<file path="config.mk">
export PLATFORM = sky130hd
export DESIGN_NAME = timer_ctrl
export DESIGN_NICKNAME = d
export VERILOG_FILES = /design/src/rtl/timer_ctrl_pkg.sv /design/src/rtl/timer_prescaler.sv /design/src/rtl/timer_ctrl.sv
export SDC_FILE = /design/constraint.sdc
export NUM_CORES = 1
export LEC_CHECK = 0
export CORE_MARGIN = 8
export CORE_UTILIZATION = 30
export CTS_CLUSTER_SIZE = 10
export DETAILED_ROUTE_END_ITERATION = 8
export GPL_ROUTABILITY_DRIVEN = 0
export MAX_ROUTING_LAYER = met4
export PLACE_DENSITY = 0.56
export SETUP_SLACK_MARGIN = 0.4
export SKIP_CTS_REPAIR_TIMING = 1
export SYNTH_ARGS = -nofsm -noshare
export SYNTH_HDL_FRONTEND = slang
export SYNTH_SLANG_ARGS = --single-unit
</file>
<file path="constraint.sdc">
create_clock -name clk -period 3.3 [get_ports clk]
set_input_delay 0.825 -clock clk [delete_from_list [all_inputs] [get_ports clk]]
set_output_delay 0.825 -clock clk [all_outputs]
set_load 0.02 [all_outputs]
</file>
<file path="src/rtl/timer_ctrl_pkg.sv">
// timer_ctrl_pkg: shared state type and default widths for the timer sequencing engine
package timer_ctrl_pkg;

    typedef enum logic [1:0] {TMR_IDLE, TMR_LOAD, TMR_RUN} timer_state_t;

    localparam int DEF_CNT_W   = 32;
    localparam int DEF_PRESC_W = 8;

endpackage

</file>
<file path="src/rtl/timer_prescaler.sv">
// timer_prescaler: free-running divider emitting one tick every (presc+1) cycles while not cleared
module timer_prescaler #(
    parameter int PRESC_W = 8
) (
    input  logic               clk,
    input  logic               rst,
    input  logic               clr,
    input  logic [PRESC_W-1:0] presc,
    output logic               tick
);

    logic [PRESC_W-1:0] cnt;

    assign tick = !clr && cnt == presc;

    // A count already above a lowered presc keeps going and wraps naturally at 2^PRESC_W
    always_ff @(posedge clk or posedge rst) begin
        if (rst)
            cnt <= '0;
        else if (clr || cnt == presc)
            cnt <= '0;
        else
            cnt <= cnt + PRESC_W'(1);
    end

endmodule

</file>
<file path="src/rtl/timer_ctrl.sv">
// timer_ctrl: IDLE/LOAD/RUN sequencer driving TCR, the sticky TIR.ZERO flag and the timer irq
module timer_ctrl
    import timer_ctrl_pkg::*;
#(
    parameter int CNT_W   = DEF_CNT_W,
    parameter int PRESC_W = DEF_PRESC_W
) (
    input  logic               clk,
    input  logic               rst,
    input  logic               cnt_ena,
    input  logic               cnt_udt,
    input  logic               cnt_ien,
    input  logic [PRESC_W-1:0] presc,
    input  logic [CNT_W-1:0]   tlr_val,
    input  logic               tcr_wr,
    input  logic [CNT_W-1:0]   tcr_wdata,
    input  logic               tir_clr,
    output logic [CNT_W-1:0]   tcr_val,
    output logic               tir_zero,
    output logic               irq,
    output logic               running
);

    timer_state_t     state, state_nxt;
    logic             tick, take, term, evt;
    logic [CNT_W-1:0] tcr_nxt;

    timer_prescaler #(.PRESC_W(PRESC_W)) u_presc (
        .clk   (clk),
        .rst   (rst),
        .clr   (state != TMR_RUN),
        .presc (presc),
        .tick  (tick)
    );

    assign running = state == TMR_RUN;

    // A software TCR write swallows the tick of its cycle, so no terminal event can fire then
    always_comb begin
        state_nxt = cnt_ena ? (state == TMR_IDLE ? TMR_LOAD : TMR_RUN) : TMR_IDLE;
        take      = state == TMR_RUN && cnt_ena && tick && !tcr_wr;
        term      = cnt_udt ? tcr_val == '0 : tcr_val >= tlr_val;
        evt       = take && term;
        tcr_nxt   = tcr_wr ? tcr_wdata :
                    state == TMR_LOAD ? tlr_val :
                    !take ? tcr_val :
                    cnt_udt ? (term ? tlr_val : tcr_val - CNT_W'(1)) :
                              (term ? '0 : tcr_val + CNT_W'(1));
    end

    always_ff @(posedge clk or posedge rst) begin
        if (rst) begin
            state    <= TMR_IDLE;
            tcr_val  <= '0;
            tir_zero <= 1'b0;
            irq      <= 1'b0;
        end else begin
            state    <= state_nxt;
            tcr_val  <= tcr_nxt;
            tir_zero <= evt || (tir_zero && !tir_clr);
            irq      <= tir_zero && cnt_ien;
        end
    end

endmodule

</file>
==> results of run 1 <==
[synth_stat cells (5+ instances only)]
library cell  number  area share [%]
nand2_1           64             4.8
a21oi_1           59             5.9
nor2_1            56             4.2
dfrtp_1           44              22
clkbuf_1          43             3.2
o21ai_0           40             4.0
inv_1             37             2.8
nand3_1           37             3.7
ha_1              36             9.1
xnor2_1           34             6.0
xor2_1            24             4.2
nor3_1            19             1.9
a221oi_1          17             3.0
nand4_1           17             2.1
nor4_1            15             1.9
a22oi_1           13             2.0
and3_1            11             1.4
a31oi_1           10             1.3
a211oi_1           8             1.2
and2_1             6            0.76
o31ai_1            6            0.91
o211ai_1           5            0.76
o22ai_1            5            0.63
or2_2              5            0.63
[worst paths after layout]
path                             startpoint        endpoint  slack (ns)  depth (start not counted)
min in group asynchronous               rst  u_presc.cnt[7]        0.93                          2
worst min-delay path               state[0]        state[0]        0.51                          1
worst max-delay path            tlr_val[15]     tcr_val[26]        0.18                         11
worst min register to register     state[0]        state[0]        0.51                          1
max in group asynchronous               rst      tcr_val[1]        1.69                          3
worst max register to register  tcr_val[13]     tcr_val[26]        0.26                          9
[registers in the layout (all words and copies together) (netlist names)]
signal,cells
tir_zero,1
tcr_val,32
irq,1
u_presc.cnt,8
state,2
[power breakdown]
group          switching, mW  total (mW)  internal, mW  leakage, nW
sequential             0.102       0.704         0.602        0.543
clock                  0.250       0.553         0.303       0.0701
combinational          0.795        1.51         0.720         2.75
[through the flow]
stage | hold WS (ns) | instance area, um^2 | cells | TNS [ns]
2_1_floorplan | 0.458 | 5110 | 680 | 0
3_3_place_gp | 0.487 | 7170 | 1082 | -15.69
3_5_place_dp | 0.500 | 7170 | 1082 | -14.85
4_1_cts | 0.512 | 7320 | 1090 | -4.54
5_1_grt | 0.546 | 8090 | 1108 | 0
6_report | 0.505 | 8090 | 1109 | 0
[layer usage]
layer	wire length [um]	up-vias	part of all wire [%]
met3	1950	39	8.9
li1	-	2897	-
met1	9070	2979	41
met4	598	0	2.7
met5	0	-	0
met2	10400	289	47
[cells by family (layout without fill, tap and decap cells)]
family / Yosys count / in the layout / share of synthesized area [%]
DFF: 44 / 44 / 22.1
xor gates and xnor gates: 58 / 58 / 10.2
adders and majority gates: 36 / 36 / 9.06
muxes: 2 / 2 / 0.403
and+or+nand+nor: 255 / 255 / 25.5
buffers and inverters: 92 / 300 / 7.65
AOI/OAI and AO/OA: 193 / 193 / 25.0
other: 0 / 1 / 0
[layout make-up]
class	instances	area (um^2)	share of cell area [%]
diodes	1	2.50	0.0309
clock buffers	7	143	1.76
clock inverters	1	7.51	0.0928
inverters	38	158	1.95
multi-input cells	544	4120	50.9
flip-flops and latches	44	1110	13.7
well taps	220	275	3.40
repair buffers	254	2280	28.2
[worst register-to-register path, cell delays in order, from the launching register on]
cell     delay [ns]
dfrtp_2        0.51
ha_4           0.31
nand4_1        0.12
or4_1          0.54
o32a_1         0.39
a21oi_4        0.30
nor3_4         0.10
buf_6          0.17
a221o_1        0.31
a22o_1         0.20
==> impl_metrics.json, run 1 <==
{
  "worstSetupPathType": "in2reg",
  "ys_seq_area_share_pct": 22.1,
  "drc": 0,
  "p_leak_nw": 3.36,
  "avgRoutedWirePerCell_um": 19.8,
  "crit_chain": "buf_8, inv_4, ha_4, nand4_1, or4_1, o32a_1, a21oi_4, nor3_4, buf_6, a221o_1, a22o_1",
  "die_area_um2": 20900,
  "core.rowCount": 47,
  "numCtsBuffers": 5,
  "slowest_stage": "or4_1",
  "rsz0062_at_grt": "yes",
  "layout_common_cells": "buf_4 (131), clkdlybuf4s50_1 (82), nand2_1 (58)",
  "drive_gt1_share_pct": 31.1,
  "cp_data_arrival_time_ns": 3.31,
  "antenna_found_initial": 0,
  "yosys_warnings": 0,
  "drt_first_pass_iters": 5,
  "fin_skew_ns": 0.0142,
  "cp.buffers_inverters": 3,
  "post-place-ws_ns": -0.618,
  "finalSetupViolations": 0,
  "final_common_cell": "buf_4",
  "cp_slowest_stage_delay_ns": 0.54,
  "total_power_mw": 2.77,
  "slew_headroom_pct": 38.3,
  "worstSetupStartpointType": "input pin",
  "syn_area_per_cell_um2": 7.31,
  "io_buffers": 113,
  "hp-class": "reg2reg",
  "final_util_pct": 49.3,
  "initial_core_util_pct": 30.3,
  "power_density_nw_per_um2": 343,
  "drt_iter0_markers": 398,
  "fmax_mhz": 320,
  "hpwlAfterDp_um": 16300,
  "path_max_fanout": 7,
  "finalCritPeriodShare_pct": 94.6,
  "grt-ovfl-total": 0,
  "pin_count": 114,
  "grt_pass1_vias": 6022,
  "ctsRootBufferMaster": "clkbuf_16",
  "synth-seq-cells": 44,
  "clk_latency_ns": 0.32,
  "synth_cell_type_count": 62,
  "synth_ff_type": "dfrtp_1",
  "cts_tree": "built",
  "cap_violations": 0,
  "num-nets-final": 1002,
  "nFillCells": 1581,
  "grt_util_met2_pct": 32.6,
  "postRouteAntennaNets": 0,
  "coreArea_um2": 16400,
  "top_usage_layer": "met2",
  "tightest_slew_ns": 0.920,
  "fin_crit_ns": 3.12,
  "cp_data_required_time_ns": 3.49,
  "grt_use_total_pct": 20.8,
  "grt_pass1_wl_um": 32500,
  "use_met3_pct": 4.69,
  "chipWidth_um": 145,
  "netlist_instances": 680,
  "vias_per_cell": 5.59,
  "grt_max_degree": 37,
  "globalRouteMet1Util_pct": 25.6,
  "h-tree-depth": 2,
  "wirelength_um": 22000,
  "dieHeight_um": 145,
  "area_growth_pct": 62.7,
  "vias": 6204,
  "cp-end-kind": "flop",
  "status": "completed",
  "ir_drop_mv": 0.207,
  "setup_slack_ns": 0.178,
  "clkTransAtPathRegs_ns": 0.06,
  "clockBufferDepth": 2,
  "cts.sinks": 44,
  "slew_viol_final": 0,
  "syn_area_um2": 4970,
  "cp_top_family": "compound AO/OA/AOI/OAI gates",
  "hold_violations": 0,
  "synthArstFlopShare_pct": 100,
  "synth_edf_count": 0,
  "synth_nets": 795
}
No activity file was read; power rests on OpenSTA's default activity.
==> inputs of run 2 (changes only) <==
Settings changed: CTS_BUF_LIST set to sky130_fd_sc_hd__clkbuf_4 sky130_fd_sc_hd__clkbuf_8 sky130_fd_sc_hd__clkbuf_16, GPL_ROUTABILITY_DRIVEN 0 to unset.
==> impl_metrics.json, run 2 (synthesis gave the netlist of run 1 again) <==
{
  "status": "completed",
  "path_max_fanout": 7,
  "initial_core_util_pct": 30.3,
  "grt_pass1_vias": 6088,
  "clkTransAtPathRegs_ns": 0.08,
  "numCtsBuffers": 5,
  "worstSetupPathType": "in2reg",
  "grt_use_total_pct": 21.1,
  "slew_viol_final": 0,
  "hp-class": "reg2reg",
  "cp-end-kind": "flop",
  "worstSetupStartpointType": "input pin",
  "top_regs": "tcr_val (32), u_presc.cnt (8), state (2)",
  "total_power_mw": 2.75,
  "post-place-ws_ns": -0.633,
  "largest_reg_flops": 32,
  "final_common_cell": "buf_4",
  "setup_slack_ns": 0.242,
  "layout_common_cells": "buf_4 (122), clkdlybuf4s50_1 (83), nand2_1 (58)",
  "vias": 6100,
  "io_buffers": 113,
  "ctsRootBufferMaster": "clkbuf_16",
  "drt_iter0_markers": 615,
  "cap_violations": 0,
  "h-tree-depth": 2,
  "cp_data_arrival_time_ns": 3.25,
  "hold_violations": 0,
  "gp_congestion": 0.898,
  "num-nets-final": 992,
  "drive_gt1_share_pct": 29.4,
  "power_density_nw_per_um2": 343,
  "finalSetupViolations": 0,
  "hold_depth": 1,
  "avgRoutedWirePerCell_um": 20.1,
  "insertedDiodeCount": 0,
  "chipWidth_um": 145,
  "tightest_slew_ns": 1.13,
  "ir_drop_mv": 0.197,
  "finalCritPeriodShare_pct": 92.7,
  "cp_data_required_time_ns": 3.49,
  "fmax_mhz": 327,
  "top_register": "tcr_val",
  "die_area_um2": 20900,
  "postRouteAntennaNets": 0,
  "nFillCells": 1587,
  "area_growth_pct": 61.0,
  "dieHeight_um": 145,
  "core.rowCount": 47,
  "grt_pass1_wl_um": 33200,
  "cts_tree": "built",
  "clockBufferDepth": 2,
  "rsz0062_at_grt": "yes",
  "hpwlAfterDp_um": 16300,
  "p_leak_nw": 3.34,
  "antenna_found_initial": 0,
  "fin_crit_ns": 3.06,
  "wirelength_um": 22000,
  "drt_first_pass_iters": 5,
  "cts.sinks": 44,
  "worstRegToRegCells": 10,
  "clk_latency_ns": 0.31,
  "grt-ovfl-total": 0,
  "drc": 0,
  "slew_headroom_pct": 24.5,
  "grt_max_degree": 47,
  "vias_per_cell": 5.56,
  "pin_count": 114,
  "rrSetupSlack_ns": 0.27,
  "fin_skew_ns": 0.0129,
  "coreArea_um2": 16400
}
==> run 2: cell types whose count changed in the layout (fill, tap and decap cells not counted), sizes merged <==
cell,delta
buf,-9
clkinv,+1
dlymetal6s2s,-1
clkbuf,-1
clkinvlp,-1
clkdlybuf4s50,+1
diode,-1
==> run 2: metal layers <==
metal,GRT usage (%),vias up,wire [um]
met5,-,-,0
met4,8.43,0,708
met3,2.99,48,1620
met2,32.6,266,10300
met1,27.3,2910,9430
li1,-,2876,-
==> run 2: metrics by stage <==
stage / setup TNS, ns / hold slack, ns / area [um^2] / cells / util (%)
2_1_floorplan: 0 / 0.458 / 5110 / 680 / -
3_3_place_gp: -16.74 / 0.489 / 7150 / 1077 / 43.6
3_5_place_dp: -16.84 / 0.500 / 7150 / 1077 / 43.6
4_1_cts: -7.11 / 0.508 / 7290 / 1085 / 44.5
5_1_grt: 0 / 0.538 / 8010 / 1098 / 48.8
6_report: 0 / 0.505 / 8010 / 1098 / 48.8
==> run 2: final timing paths <==
kind	to	start
setup / recovery	tcr_val[2]	tlr_val[10]
hold / removal	state[0]	state[0]
setup reg to reg	tcr_val[2]	tcr_val[9]
hold reg to reg	state[0]	state[0]
max in group asynchronous	tcr_val[25]	rst
min in group asynchronous	tcr_val[18]	rst
==> run 2: power breakdown <==
part,internal (mW),leakage (nW),switching [mW]
registers,0.602,0.545,0.104
logic,0.719,2.72,0.778
clock network,0.298,0.0747,0.245
total,1.62,3.34,1.13
==> run 2: area by class of cell <==
class                      instances  area, um^2  area share (%)
multi-input combinational        544        4070            50.8
timing repair buffer             244        2250            28.1
sequential                        44        1110            13.8
tap                              220         275            3.44
inverter                          38         163            2.03
clock buffer                       7         140            1.75
clock inverter                     1        5.00          0.0625
==> run 2: worst max-delay path, stage by stage <==
cell and delay (ns):
buf_6 0.07, inv_4 0.03, ha_4 0.25, nand4_1 0.11, or4_1 0.52, o32a_1 0.40, a21oi_4 0.25, nor3_4 0.07
buf_6 0.17, buf_4 0.14, a221oi_1 0.28, o21ai_1 0.11
